## src/rtl/arb2_pkg.sv

```systemverilog
`default_nettype none
// ============================================================================
// Module      : arb2_pkg
// Description : Shared FSM encoding and default sizes for the 2:1 packet arbiter.
// Revision    : 1.0 - initial release
// ============================================================================
package arb2_pkg;

    localparam int c_data_w_dflt = 8;
    localparam int c_to_cyc_dflt = 16;

    localparam int c_st_w = 2;
    localparam logic [c_st_w-1:0] c_st_idle  = 2'd0;
    localparam logic [c_st_w-1:0] c_st_lock0 = 2'd1;
    localparam logic [c_st_w-1:0] c_st_lock1 = 2'd2;

endpackage
`default_nettype wire

```

## src/rtl/arb2_out_reg.sv

```systemverilog
`default_nettype none
// ============================================================================
// Module      : arb2_out_reg
// Description : One-entry output register slice; holds its beat until accepted.
// Revision    : 1.0 - initial release
// ============================================================================
module arb2_out_reg #(
    parameter int DATA_W = 8
) (
    input  logic              clk,
    input  logic              rst_n,
    input  logic              i_load,
    input  logic [DATA_W-1:0] i_data,
    input  logic              i_last,
    input  logic              i_out_ready,
    output logic              o_load_ready,
    output logic              o_valid,
    output logic [DATA_W-1:0] o_data,
    output logic              o_last
);

    logic              r_valid;
    logic [DATA_W-1:0] r_data;
    logic              r_last;

    // A new beat may enter when the slot is empty or is draining this cycle.
    assign o_load_ready = !r_valid || i_out_ready;

    always_ff @(posedge clk) begin
        if (!rst_n) begin
            r_valid <= 1'b0;
            r_data  <= '0;
            r_last  <= 1'b0;
        end else if (i_load) begin
            r_valid <= 1'b1;
            r_data  <= i_data;
            r_last  <= i_last;
        end else if (i_out_ready) begin
            r_valid <= 1'b0;
        end
    end

    assign o_valid = r_valid;
    assign o_data  = r_data;
    assign o_last  = r_last;

endmodule
`default_nettype wire

```

## src/rtl/arb2_rr_sel.sv

```systemverilog
`default_nettype none
// ============================================================================
// Module      : arb2_rr_sel
// Description : Two-requester round-robin packet arbiter with registered output.
//               Define ARB2_TIMEOUT_EN to enable the idle-beat lock watchdog.
// Revision    : 1.0 - initial release
// ============================================================================
module arb2_rr_sel
    import arb2_pkg::*;
#(
    parameter int DATA_W = c_data_w_dflt,
    parameter int TO_CYC = c_to_cyc_dflt
) (
    input  logic              clk,
    input  logic              rst_n,
    input  logic              req0_valid,
    input  logic [DATA_W-1:0] req0_data,
    input  logic              req0_last,
    output logic              req0_ready,
    input  logic              req1_valid,
    input  logic [DATA_W-1:0] req1_data,
    input  logic              req1_last,
    output logic              req1_ready,
    output logic              out_valid,
    output logic [DATA_W-1:0] out_data,
    output logic              out_last,
    input  logic              out_ready,
    output logic              sel,
    output logic              busy,
    output logic              timeout
);

    logic [c_st_w-1:0] r_state;
    logic [c_st_w-1:0] w_state_nxt;
    logic              r_sel;
    logic              w_sel_nxt;
    logic              r_prio;
    logic              w_prio_nxt;
    logic              w_grant;
    logic              w_lock;
    logic              w_slot_ready;
    logic              w_cur_valid;
    logic              w_cur_last;
    logic [DATA_W-1:0] w_cur_data;
    logic              w_accept;
    logic              w_to_abort;

    assign w_lock      = (r_state != c_st_idle);
    assign w_cur_valid = r_sel ? req1_valid : req0_valid;
    assign w_cur_last  = r_sel ? req1_last  : req0_last;
    assign w_cur_data  = r_sel ? req1_data  : req0_data;
    assign w_accept    = w_lock && w_cur_valid && w_slot_ready;

    assign req0_ready = (r_state == c_st_lock0) && w_slot_ready;
    assign req1_ready = (r_state == c_st_lock1) && w_slot_ready;

    always_comb begin
        w_state_nxt = r_state;
        w_sel_nxt   = r_sel;
        w_prio_nxt  = r_prio;
        w_grant     = 1'b0;
        case (r_state)
            c_st_idle: begin
                if (req0_valid || req1_valid) begin
                    // Contention goes to the pointer; otherwise to whoever asks.
                    w_grant     = (req0_valid && req1_valid) ? r_prio : req1_valid;
                    w_sel_nxt   = w_grant;
                    w_state_nxt = w_grant ? c_st_lock1 : c_st_lock0;
                end
            end
            c_st_lock0, c_st_lock1: begin
                if ((w_accept && w_cur_last) || w_to_abort) begin
                    w_state_nxt = c_st_idle;
                    w_prio_nxt  = !r_sel;
                end
            end
            default: w_state_nxt = c_st_idle;
        endcase
    end

    always_ff @(posedge clk) begin
        if (!rst_n) begin
            r_state <= c_st_idle;
            r_sel   <= 1'b0;
            r_prio  <= 1'b0;
        end else begin
            r_state <= w_state_nxt;
            r_sel   <= w_sel_nxt;
            r_prio  <= w_prio_nxt;
        end
    end

`ifdef ARB2_TIMEOUT_EN
    localparam int c_to_w = (TO_CYC > 1) ? $clog2(TO_CYC) : 1;

    logic [c_to_w-1:0] r_to_cnt;
    logic              r_timeout;

    // The abort fires on the TO_CYC-th consecutive empty cycle of the lock.
    assign w_to_abort = w_lock && !w_cur_valid && (r_to_cnt == c_to_w'(TO_CYC - 1));

    always_ff @(posedge clk) begin
        if (!rst_n) begin
            r_to_cnt  <= '0;
            r_timeout <= 1'b0;
        end else begin
            r_timeout <= w_to_abort;
            if (!w_lock || w_cur_valid || w_to_abort) begin
                r_to_cnt <= '0;
            end else begin
                r_to_cnt <= r_to_cnt + 1'b1;
            end
        end
    end

    assign timeout = r_timeout;
`else
    logic w_unused_to;

    assign w_unused_to = ^TO_CYC;
    assign w_to_abort  = 1'b0;
    assign timeout     = 1'b0;
`endif

    arb2_out_reg #(
        .DATA_W (DATA_W)
    ) u_out_reg (
        .clk          (clk),
        .rst_n        (rst_n),
        .i_load       (w_accept),
        .i_data       (w_cur_data),
        .i_last       (w_cur_last),
        .i_out_ready  (out_ready),
        .o_load_ready (w_slot_ready),
        .o_valid      (out_valid),
        .o_data       (out_data),
        .o_last       (out_last)
    );

    assign sel  = r_sel;
    assign busy = w_lock;

endmodule
`default_nettype wire

```

## config.mk

```make
export PLATFORM = sky130hd
export DESIGN_NAME = arb2_rr_sel
export DESIGN_NICKNAME = d
export VERILOG_FILES = /design/src/rtl/arb2_pkg.sv /design/src/rtl/arb2_out_reg.sv /design/src/rtl/arb2_rr_sel.sv
export SDC_FILE = /design/constraint.sdc
export NUM_CORES = 1
export LEC_CHECK = 0
export BUFFER_PORTS_ARGS = -buffer_cell sky130_fd_sc_hd__buf_2
export CAP_MARGIN = 20
export CORE_MARGIN = 1.5
export CORE_UTILIZATION = 47
export DETAILED_ROUTE_END_ITERATION = 8
export GPL_TIMING_DRIVEN = 0
export HOLD_SLACK_MARGIN = 0.08
export PLACE_DENSITY_LB_ADDON = 0.1
export SLEW_MARGIN = 20
export SYNTH_ARGS = -nofsm -noshare
export SYNTH_HDL_FRONTEND = slang
export SYNTH_SLANG_ARGS = --single-unit
```

## constraint.sdc

```tcl
create_clock -name clk -period 2.6 [get_ports clk]
set_clock_uncertainty 0.15 [all_clocks]
set_input_delay 0 -clock clk [delete_from_list [all_inputs] [get_ports clk]]
set_output_delay 0 -clock clk [all_outputs]
set_load 0.005 [all_outputs]
```

# Word-level counts from Yosys, hierarchy flattened
# Cells that the tools add are included.
[totals]
elab_cells = 37
output_inout_bits = 15
register_bits = 14
in_bits = 23
[classes]
n_eq_ne = 4
n_reduce_logical = 17
muxes = 10
[ops]
columns = ["operator", "n"]
rows = [
  ["$mux 8", 1],
  ["$logic_and 1x1->1", 6],
  ["$mux 2", 3],
  ["$reduce_and 2->1", 3],
  ["$mux 1", 5],
  ["$ne 2x2->1 const B", 2],
  ["$pmux 2 s2", 1],
  ["$reduce_bool 2->1", 2],
  ["$eq 2x1->1 const B", 1],
  ["$eq 2x2->1 const B", 1],
  ["$logic_not 1->1", 2],
  ["$logic_not 2->1", 1],
  ["$logic_or 1x1->1", 2],
  ["$reduce_or 2->1", 1],
]

# Longest topological paths before layout
# Gate-level depths: netlist of the first run.
[depth]
depth_word = 6
depth_mapped = 6
depth_no_buf = 5

# By module
# Synthesis of the first run repeated with hierarchy kept, for this count alone.
[unflattened]
cells_unflattened = 76
hier_area_um2 = 764.5
[by_module_without_submodules]
columns = ["module", "area_per_inst_um2", "seq_area_each_um2", "cells_each", "n_inst"]
rows = [
  ["arb2_rr_sel", 389.1, 80.1, 44, 1],
  ["arb2_out_reg", 375.4, 200.2, 32, 1],
]

# Worst setup path after synthesis of the first run
# No wires, ideal clock.
[synth_timing]
path_kind = "register -> register"
startpoint = "register r_state[0]"
endpoint = "register r_state[0]"
stages_incl_launch_ff = 6
n_path_buf = 0
arrival_time_ns = 1.447
period_less_slack_ns = 1.720
path_slack_ns = 0.880
t_required_ns = 2.327
cell_sequence = "dfxtp_1 -> inv_1 -> ha_1 -> or4b_1 -> a22oi_2 -> o22ai_1"
[synth_between]
elab_chain_cells = 6
word_cells_on_any_way = 12
cone_classes = "4 x eq/ne; 1 x mux; 7 x reduce/logical"
[synth_rtl]
columns = ["item", "line_no", "rtl"]
rows = [
  ["start: declaration", "arb2_rr_sel.sv:33", "logic [c_st_w-1:0] r_state;"],
  ["start signal: assignment", "arb2_rr_sel.sv:83", "r_state <= c_st_idle;"],
  ["start signal: assignment", "arb2_rr_sel.sv:87", "r_state <= w_state_nxt;"],
  ["$reduce_bool 2->1", "arb2_rr_sel.sv:48", "assign w_lock = (r_state != c_st_idle);"],
  ["$logic_and 1x1->1 (2 in a row)", "arb2_rr_sel.sv:52", "assign w_accept = w_lock && w_cur_valid && w_slot_ready;"],
  ["$logic_and 1x1->1", "arb2_rr_sel.sv:72", "if ((w_accept && w_cur_last) || w_to_abort) begin"],
  ["$ne 2x2->1 (no line)", "n/a", ""],
  ["$reduce_and 2->1 (no line)", "n/a", ""],
]
# Parallel ways exist; a longest one is shown, timed or not.
# A chain may end at the register's enable or synchronous reset.

# Final worst setup path of the first run
# Ends and elaborated chain as after synthesis.

==> run_results.csv, run 1 <==
group,metric,value,unit
status,status,"finished, final reports clean",
timing,period_needed,2.45,ns
detailed_routing,vias,786,
floorplan,io_pins,38,
timing,fin_crit_sh,0.944,
worst_setup_path,crit_path_max_fanout,7,
yosys,synth_area_leaders,"dfxtp_1 (38%), mux2i_1 (12%), o211a_1 (11%), nand2_1 (6.6%), ha_1 (5.1%)",
global_route,grt_pass1_vias,785,
pwr,peakVddDrop,0.362,mV
worst_setup_path,timing.rr.start,"r_state[0]",
layout,utilization,0.796,
global_route,grt-ovfl-total,0,
yosys,synth_compound_area_frac,0.189,
placement,port_buffers,36,
global_route,antenna_found_initial,0,
flow_run,maxCapViolations,0,
pwr,power_density,515,nW/um^2
worst_setup_path,cp-end-kind,"flop",
worst_setup_path,worstPathArrival,2.47,ns
timing,finalHoldViolCount,0,
placement,place.gp.congestion,0.802,
yosys,yosys_warnings,0,
detailed_routing,wl_per_cell,12.8,um
yosys,synth.avg_cell_area,9.51,um^2
hold_path,hold_path_depth,4,
worst_setup_path,critPathKind,"reg -> reg",
layout,nets,167,
worst_setup_path,rr_worst_depth,6,
placement,hpwl,1180,um
yosys,synth_fa_ha_area_frac,0.0506,
floorplan,fp.coreArea,1490,um^2
timing,maxSlewViolCount,0,
cts,cts_buffer_depth,2,
detailed_routing,postRouteAntennaNets,0,
placement,dp_cells,130,
timing,max_freq,407,MHz
global_route,grt_use_total,0.237,
layout,drive_gt1_frac,0.317,
yosys,yosysUniqueCellTypes,27,
floorplan,die-area,1830,um^2
worst_setup_path,worstPathRequired,2.62,ns
yosys,synth_top_area_cell,"dfxtp_1",
floorplan,start_util,0.498,
worst_setup_path,r2r-end,"r_state[0]",
yosys,synth-simple-area-share,0.192,
cts,htree_levels,1,
worst_setup_path,regToRegSetupSlack,0.15,ns
layout,diodes,0,
floorplan,die_height,42.7,um
layout,area_delta_synth_final,59.7,%
yosys,ys_seq_area_frac,0.378,
hold_path,hold_start,"req0_last",
detailed_routing,drc,0,
timing,setup_tns,0,ns
cts,cts_root_buffer,"clkbuf_4",
yosys,netlist_instances,78,
timing,finalSetupViolations,0,
yosys,synth_top_family_by_area,"simple AND/OR/NAND/NOR gates",
hold_path,min-delay-path-class,"in -> reg",
yosys,synthXorXnorAreaFrac,0,
cts,cts_hold_buf,22,
yosys,synthMuxAreaShare,0.137,
cts,cts_tree,"yes",
yosys,ys_ff_latch,14,
cts,cts-buffers-inserted,3,
cts,clock_latency,0.28,ns
detailed_routing,drt-total-wl,1980,um
worst_setup_path,crit_start,"r_state[0]",
floorplan,die-width,42.7,um
cts,clk_pin_slew,0.08,ns
yosys,synth_top_area_share,0.378,
detailed_routing,drt_iter0_markers,12,
floorplan,rows,14,
pwr,p_leak,0.000642,uW
global_route,grt_pass1_wl,3200,um
layout,finalNonFillerCells,155,
yosys,synth.cell_area,742,um^2
timing,rsz0062_at_grt,"false",
cts,cts.repair.resized,0,
yosys,syn-num-nets,104,
detailed_routing,drtPass1Iterations,3,
hold_path,hold_path_end,"r_prio",
detailed_routing,via_per_inst,5.07,
cts,post-cts-setup-buffer-count,0,
global_route,grt_max_degree,11,
cts,cts.sinks,14,
worst_setup_path,worst_setup_path_start_kind,"flop",
flip-flops by register name, indices dropped and copies added, names as in the netlist:
register	flops
u_out_reg.o_data	8
u_out_reg.o_last	1
r_prio	1
u_out_reg.o_valid	1
sel	1
r_state	2
stage by stage:
step / setup slack (ns) / power (uW) / instance area, um^2 / hold WS [ns]
6_report: 0.146 / 610 / 1180 / 0.121
5_1_grt: 0.104 / 649 / 1180 / 0.137
4_1_cts: 0.189 / 610 / 1180 / 0.108
3_5_place_dp: 0.671 / 452 / 942 / 0.161
3_3_place_gp: 0.727 / 445 / 942 / 0.159
2_1_floorplan: 0.880 / 382 / 742 / -0.00408
cells by family after synthesis:
kind of cell / after synthesis
compound gates: 16
buf+inv: 8
mux: 10
fa+ha+maj: 3
other cells: 1
simple gates: 26
flops: 14
cell usage after synthesis:
cell type,instances
a21boi_1,1
a22oi_2,1
a2bb2oi_1,1
a31o_1,1
and2_1,3
and3_1,1
buf_2,2
buf_4,1
clkbuf_1,1
conb_1,1
dfxtp_1,14
ha_1,3
inv_1,4
mux2_1,1
mux2i_1,9
nand2_1,13
nand2b_1,2
nand3b_1,1
nand4_1,1
nor2_1,1
nor2b_1,2
nor3_4,1
o211a_1,8
o21ai_0,1
o21ai_1,1
o22ai_1,2
or4b_1,1
power by group:
part,internal (uW),switching (uW),leakage [uW]
Combinational,126,99.6,0.000513
Clock,53.7,69.6,0.0000138
Sequential,243,17.7,0.000114
Total,423,187,0.000642
final cells by class:
cell class	count	area [um^2]
fill	111	304
clock buffer	3	22.5
timing repair buffer	58	400
sequential	14	280
multi-input combinational	56	425
tap	16	20.0
inverter	4	15.0
buffer	4	21.3
worst max-delay path, cell delays in order, from the launching register on:
cell	delay [ns]
dfxtp_1	0.39
inv_1	0.08
ha_1	0.30
or4b_1	0.62
a22oi_2	0.17
o22ai_1	0.09
dlygate4sd3_1	0.55
how the worst max path moves through the flow:
stage | depth (start not counted) | endpoint
after floorplan | 5 | r_state[0]
after global placement | 6 | u_out_reg.o_data[1]
after detailed placement | 6 | u_out_reg.o_data[2]
after CTS | 6 | r_state[0]
after global routing | 6 | r_state[0]
final | 6 | r_state[0]
layer usage:
| metal | global-route usage | wire (um) | up-vias |
|---|---|---|---|
| met1 | 0.275 | 861 | 363 |
| met4 | 0.0938 | 13 | 0 |
| met2 | 0.406 | 1010 | 26 |
| li1 | - | - | 395 |
| met5 | 0 | 0 | - |
| met3 | 0.0681 | 98 | 2 |
placed cells by master (no fill, tap or decap), types with 2 or more instances in the layout:
master,instances
clkbuf_4,3
o22ai_1,2
mux2i_1,9
ha_1,3
dlygate4sd3_1,22
nand2b_1,2
nor2b_1,2
inv_1,4
o211a_1,8
dfxtp_1,14
and2_1,3
nand2_1,13
buf_2,38
(Power assumes the default switching activity.)
==> inputs of run 2 (changes only) <==
REMOVE_ABC_BUFFERS = 1   (was not set)
==> run_results.csv, run 2 (synthesis gave the netlist of run 1 again) <==
group,metric,value,unit
placement,place.gp.congestion,0.801,
global_route,antenna_found_initial,0,
floorplan,rows,14,
timing,finalHoldViolCount,0,
worst_setup_path,regToRegSetupSlack,0.43,ns
worst_setup_path,worstPathRequired,2.64,ns
layout,drive_gt1_frac,0.306,
worst_setup_path,worstPathArrival,2.22,ns
worst_setup_path,crit_path_max_fanout,19,
global_route,gr-usage-met2,0.452,
timing,period_needed,2.17,ns
global_route,grt_use_total,0.241,
cts,clock_latency,0.29,ns
status,status,"finished, final reports clean",
floorplan,die_height,42.7,um
layout,utilization,0.775,
worst_setup_path,rr_worst_depth,4,
global_route,met1_usage,0.261,
pwr,power_density,526,nW/um^2
pwr,p_leak,0.000618,uW
worst_setup_path,cp-end-kind,"flop",
timing,layout_setup_ws,0.425,ns
cts,cts_buffer_depth,2,
detailed_routing,drt_iter0_markers,14,
pwr,peakVddDrop,0.399,mV
detailed_routing,drtPass1Iterations,4,
timing,fin_crit_sh,0.836,
layout,layout_common_cells,"buf_2 (36), dlygate4sd3_1 (21), dfxtp_1 (14)",
floorplan,io_pins,38,
hold_path,min-delay-path-class,"in -> reg",
cts,cts_root_buffer,"clkbuf_4",
timing,max_freq,460,MHz
cts,cts-buffers-inserted,3,
detailed_routing,vias,776,
worst_setup_path,worst_setup_path_start_kind,"flop",
layout,largest_reg_flops,8,
floorplan,fp.coreArea,1490,um^2
layout,nets,162,
detailed_routing,postRouteAntennaNets,0,
floorplan,start_util,0.498,
timing,timing_worst_slew_pin_value,0.648,ns
cts,clk_pin_slew,0.09,ns
pwr,p_sw,190,uW
timing,maxSlewViolCount,0,
layout,diodes,0,
hold_path,hold_path_depth,4,
detailed_routing,drt-total-wl,1960,um
pwr,p_clk_frac,0.213,
global_route,grt_pass1_vias,764,
cts,cts_tree,"yes",
placement,hpwl,1070,um
worst_setup_path,critPathKind,"reg -> reg",
global_route,top_usage_layer,"met2",
pwr,intPower,416,uW
detailed_routing,via_per_inst,5.17,
layout,final_common_cell,"buf_2",
pwr,p_comb_frac,0.346,
timing,rsz0062_at_grt,"false",
global_route,grt_pass1_wl,3260,um
pwr,pwr-share-seq,0.440,
cts,htree_levels,1,
timing,setup_tns,0,ns
timing,slew_headroom,0.567,
placement,dpl_worst_slack,0.423,ns
detailed_routing,drc,0,
global_route,met3_usage,0.0298,
global_route,grt_max_degree,20,
cts,cts.sinks,14,
detailed_routing,wl_per_cell,13.1,um
layout,area_delta_synth_final,55.5,%
flow_run,maxCapViolations,0,
floorplan,die-area,1830,um^2
global_route,grt-ovfl-total,0,
floorplan,die-width,42.7,um
pwr,switching_share,0.314,
timing,finalSetupViolations,0,
placement,port_buffers,36,
-- run 2: area by class of cell --
cell class	count	area [um^2]
Clock buffer	3	22.5
Fill cell	112	335
Inverter	4	15.0
Multi-Input combinational cell	56	425
Sequential cell	14	280
Tap cell	16	20.0
Timing Repair Buffer	57	390
-- run 2: worst paths after layout --
| kind | end | from |
|---|---|---|
| worst max-delay path | r_prio | sel |
| worst min-delay path | r_prio | req0_last |
| worst max register to register | r_prio | sel |
| worst min register to register | u_out_reg.o_last | u_out_reg.o_last |
-- run 2: power by group through the flow --
stage | logic, uW | clock network, uW | registers [uW]
after floorplan | 106 | 0 | 271
after CTS | 206 | 127 | 266
after global placement | 170 | 0 | 270
after detailed placement | 174 | 0 | 271
final | 210 | 129 | 267
after global routing | 232 | 139 | 271
-- run 2: layer usage --
layer / routed length [um] / share of wire
met1: 791 / 0.40
met2: 1050 / 0.53
met3: 80 / 0.041
met4: 40 / 0.020
met5: 0 / 0
-- run 2: timing repair --
action | CTS | global route
endpoints found under the hold margin | 14 | 0
hold buffers | 21 | 0
buffers inserted | 0 | 0
gates resized for setup | 0 | 0
-- run 2: metrics by stage --
stage / power [uW] / cells / hold WS, ns / area [um^2]
2_1_floorplan: 377 / 74 / -0.0283 / 721
3_3_place_gp: 440 / 126 / 0.157 / 921
3_5_place_dp: 445 / 126 / 0.167 / 921
4_1_cts: 599 / 150 / 0.105 / 1150
5_1_grt: 642 / 150 / 0.140 / 1150
6_report: 607 / 150 / 0.0985 / 1150
-- run 2: worst max-delay path: stages (launching register included) --
cell	delay (ns)
dfxtp_1	0.75
mux2i_1	0.27
nor3_4	0.56
nand4_1	0.14
and3_1	0.21
==> inputs of run 3 (changes only) <==
ABC_AREA = 1   (was not set)
CORE_UTILIZATION = 45   (was 47)
clock period = 2.26 ns   (was 2.6 ns; I/O delays follow)
==> run_results.csv, run 3 <==
group,metric,value,unit
status,status,"finished, final reports clean",
detailed_routing,via_per_inst,4.48,
worst_setup_path,timing.rr.start,"sel",
yosys,synth_most_common_cell,"nand2_1",
cts,cts.sinks,14,
layout,final_common_cell,"buf_2",
floorplan,fp.coreArea,1730,um^2
worst_setup_path,regToRegSetupSlack,0.30,ns
worst_setup_path,worstPathArrival,1.97,ns
timing,finalHoldViolCount,0,
floorplan,die-area,2100,um^2
layout,fin_area,1260,um^2
detailed_routing,drc,0,
cts,post-cts-setup-buffer-count,0,
hold_path,min-delay-path-class,"reg -> reg",
worst_setup_path,worstPathRequired,2.27,ns
layout,diodes,0,
detailed_routing,drt-total-wl,1990,um
yosys,synth-main-ff-cell,"dfxtp_1",
detailed_routing,drt_iter0_markers,14,
yosys,async_flop_share,0,
worst_setup_path,critPathKind,"reg -> reg",
layout,fillCellCount,148,
worst_setup_path,crit_path_max_fanout,12,
worst_setup_path,rr_worst_depth,6,
layout,largest_reg_flops,8,
cts,cts_root_buffer,"clkbuf_4",
timing,period_needed,1.96,ns
worst_setup_path,cpMaxStageDelayCell,"dlygate4sd3_1",
timing,max_freq,511,MHz
worst_setup_path,worstSetupPathDepth,6,
hold_path,hold_path_end,"u_out_reg.o_data[2]",
yosys,synth.avg_cell_area,7.11,um^2
pwr,power_density,618,nW/um^2
worst_setup_path,cpMostUsedCell,"nand2_1",
yosys,yosysUniqueCellTypes,21,
yosys,synth_top_area_cell,"dfxtp_1",
global_route,grt_pass1_wl,3210,um
cts,clk_pin_slew,0.08,ns
layout,area_delta_synth_final,53.4,%
floorplan,io_pins,38,
yosys,ys_seq_area_frac,0.340,
floorplan,die-width,45.8,um
layout,multiInputGateArea,427,um^2
worst_setup_path,cp-end-kind,"flop",
yosys,ys_ff_latch,14,
global_route,antenna_found_initial,0,
worst_setup_path,cpPeakStageDelay,0.56,ns
detailed_routing,postRouteAntennaNets,0,
hold_path,hold_start,"u_out_reg.o_data[2]",
yosys,synth_edf_count,0,
layout,final-seq-area,282,um^2
detailed_routing,wl_per_cell,10.0,um
hold_path,hold_path_depth,2,
worst_setup_path,r2r-end,"u_out_reg.o_data[6]",
global_route,grt_max_degree,19,
global_route,grt-ovfl-total,0,
pwr,peakVddDrop,0.391,mV
timing,finalSetupViolations,0,
cts,cts_tree,"yes",
pwr,p_leak,0.000633,uW
layout,nets,201,
yosys,synth_area_leaders,"dfxtp_1 (34%), nand2_1 (15%), a21oi_2 (11%), inv_1 (9.6%), o21ai_1 (5.5%)",
floorplan,die_height,45.8,um
worst_setup_path,crit_chain,"inv_1, nand2_1, nand2_1, dlygate4sd3_1, o21ai_1, a21oi_2",
floorplan,rows,15,
layout,layout_common_cells,"buf_2 (36), nand2_1 (34), dlygate4sd3_1 (23)",
cts,cts-buffers-inserted,3,
placement,place.gp.congestion,0.684,
placement,port_buffers,36,
yosys,netlist_instances,116,
global_route,grt_pass1_vias,845,
layout,drive_gt1_frac,0.322,
timing,rsz0062_at_grt,"false",
worst_setup_path,worst_setup_path_start_kind,"flop",
worst_setup_path,cp_num_buf_inv,2,
floorplan,start_util,0.478,
cts,clock_latency,0.27,ns
detailed_routing,drtPass1Iterations,4,
yosys,synth.cell_area,825,um^2
timing,fin_crit_sh,0.867,
timing,setup_tns,0,ns
flow_run,maxCapViolations,0,
yosys,yosys_warnings,0,
global_route,grt_use_total,0.214,
yosys,synth_top_area_share,0.340,
cts,htree_levels,1,
yosys,synthTopCellsByCount,"nand2_1 (34), inv_1 (21), dfxtp_1 (14), a21oi_2 (10), o21ai_1 (9)",
detailed_routing,vias,892,
worst_setup_path,crit_family,"buffers and inverters",
placement,hpwl,1190,um
timing,maxSlewViolCount,0,
cts,cts_buffer_depth,2,
placement,placed_cell_area,997,um^2
==> run 3: changes by cell type in the layout (fill, tap and decap cells not counted), moves of 3 or more <==
cell and delta:
a21oi_2 +10, nor2_1 +7, inv_1 +17, and2_1 -3
o21ai_1 +8, o211a_1 -8, nand2_1 +21, mux2i_1 -9
a21oi_1 +3
==> run 3: what timing repair did <==
item	CTS	global route
hold buffers	23	0
endpoints found under the hold margin	14	0
setup endpoints to repair	0	8
gates resized for setup	0	1
==> run 3: metal layers <==
layer | GRT usage | up-vias | wire (um) | share of wire
li1 | - | 468 | - | -
met5 | 0 | - | 0 | 0
met1 | 0.206 | 395 | 893 | 0.45
met2 | 0.434 | 27 | 998 | 0.50
met3 | 0.0476 | 2 | 90 | 0.045
met4 | 0.0686 | 0 | 12 | 0.0060
==> run 3: worst max-delay path by stage <==
stage	startpoint	end	slack [ns]
final	sel	u_out_reg.o_data[6]	0.30
after global routing	sel	u_out_reg.o_data[1]	0.17
after CTS	sel	u_out_reg.o_data[1]	0.09
after detailed placement	sel	u_out_reg.o_data[7]	0.27
after global placement	sel	u_out_reg.o_data[3]	0.32
after floorplan	sel	u_out_reg.o_data[0]	0.62
==> run 3: power breakdown <==
part / total [uW] / internal, uW / switching (uW) / leakage (uW)
logic: 296 / 143 / 153 / 0.000497
registers: 308 / 283 / 24.4 / 0.000115
clock network: 179 / 97.8 / 80.8 / 0.0000210
total: 782 / 524 / 258 / 0.000633
==> run 3: cell families (layout without fill, tap and decap cells) <==
kind of cell	after synthesis	in the layout	share of synthesized area
adders and majority gates	3	3	0.0455
and+or+nand+nor	48	48	0.259
buffers and inverters	26	84	0.143
other	1	1	0.00455
DFF	14	14	0.340
AOI/OAI and AO/OA	24	24	0.208
==> run 3: through the flow <==
step	cells	hold slack, ns	util	total power [uW]	setup slack (ns)
6_report	199	0.304	0.733	782	0.301
5_1_grt	199	0.326	0.733	843	0.171
4_1_cts	199	0.309	0.732	786	0.0888
3_3_place_gp	172	0.193	0.578	556	0.319
2_1_floorplan	111	-0.0324	-	477	0.620
3_5_place_dp	172	0.193	0.578	561	0.267
==> run 3: cell type report <==
type | count | share of cell area
sequential | 14 | 0.223
tap | 25 | 0.0247
clock buffer | 4 | 0.0287
multi-input combinational | 76 | 0.337
timing repair buffer | 59 | 0.324
inverter | 21 | 0.0623
==> run 3: tightest hold or removal path: stages (launching register included) <==
cell and delay [ns]:
dfxtp_1 0.31, inv_1 0.06, a21oi_2 0.04
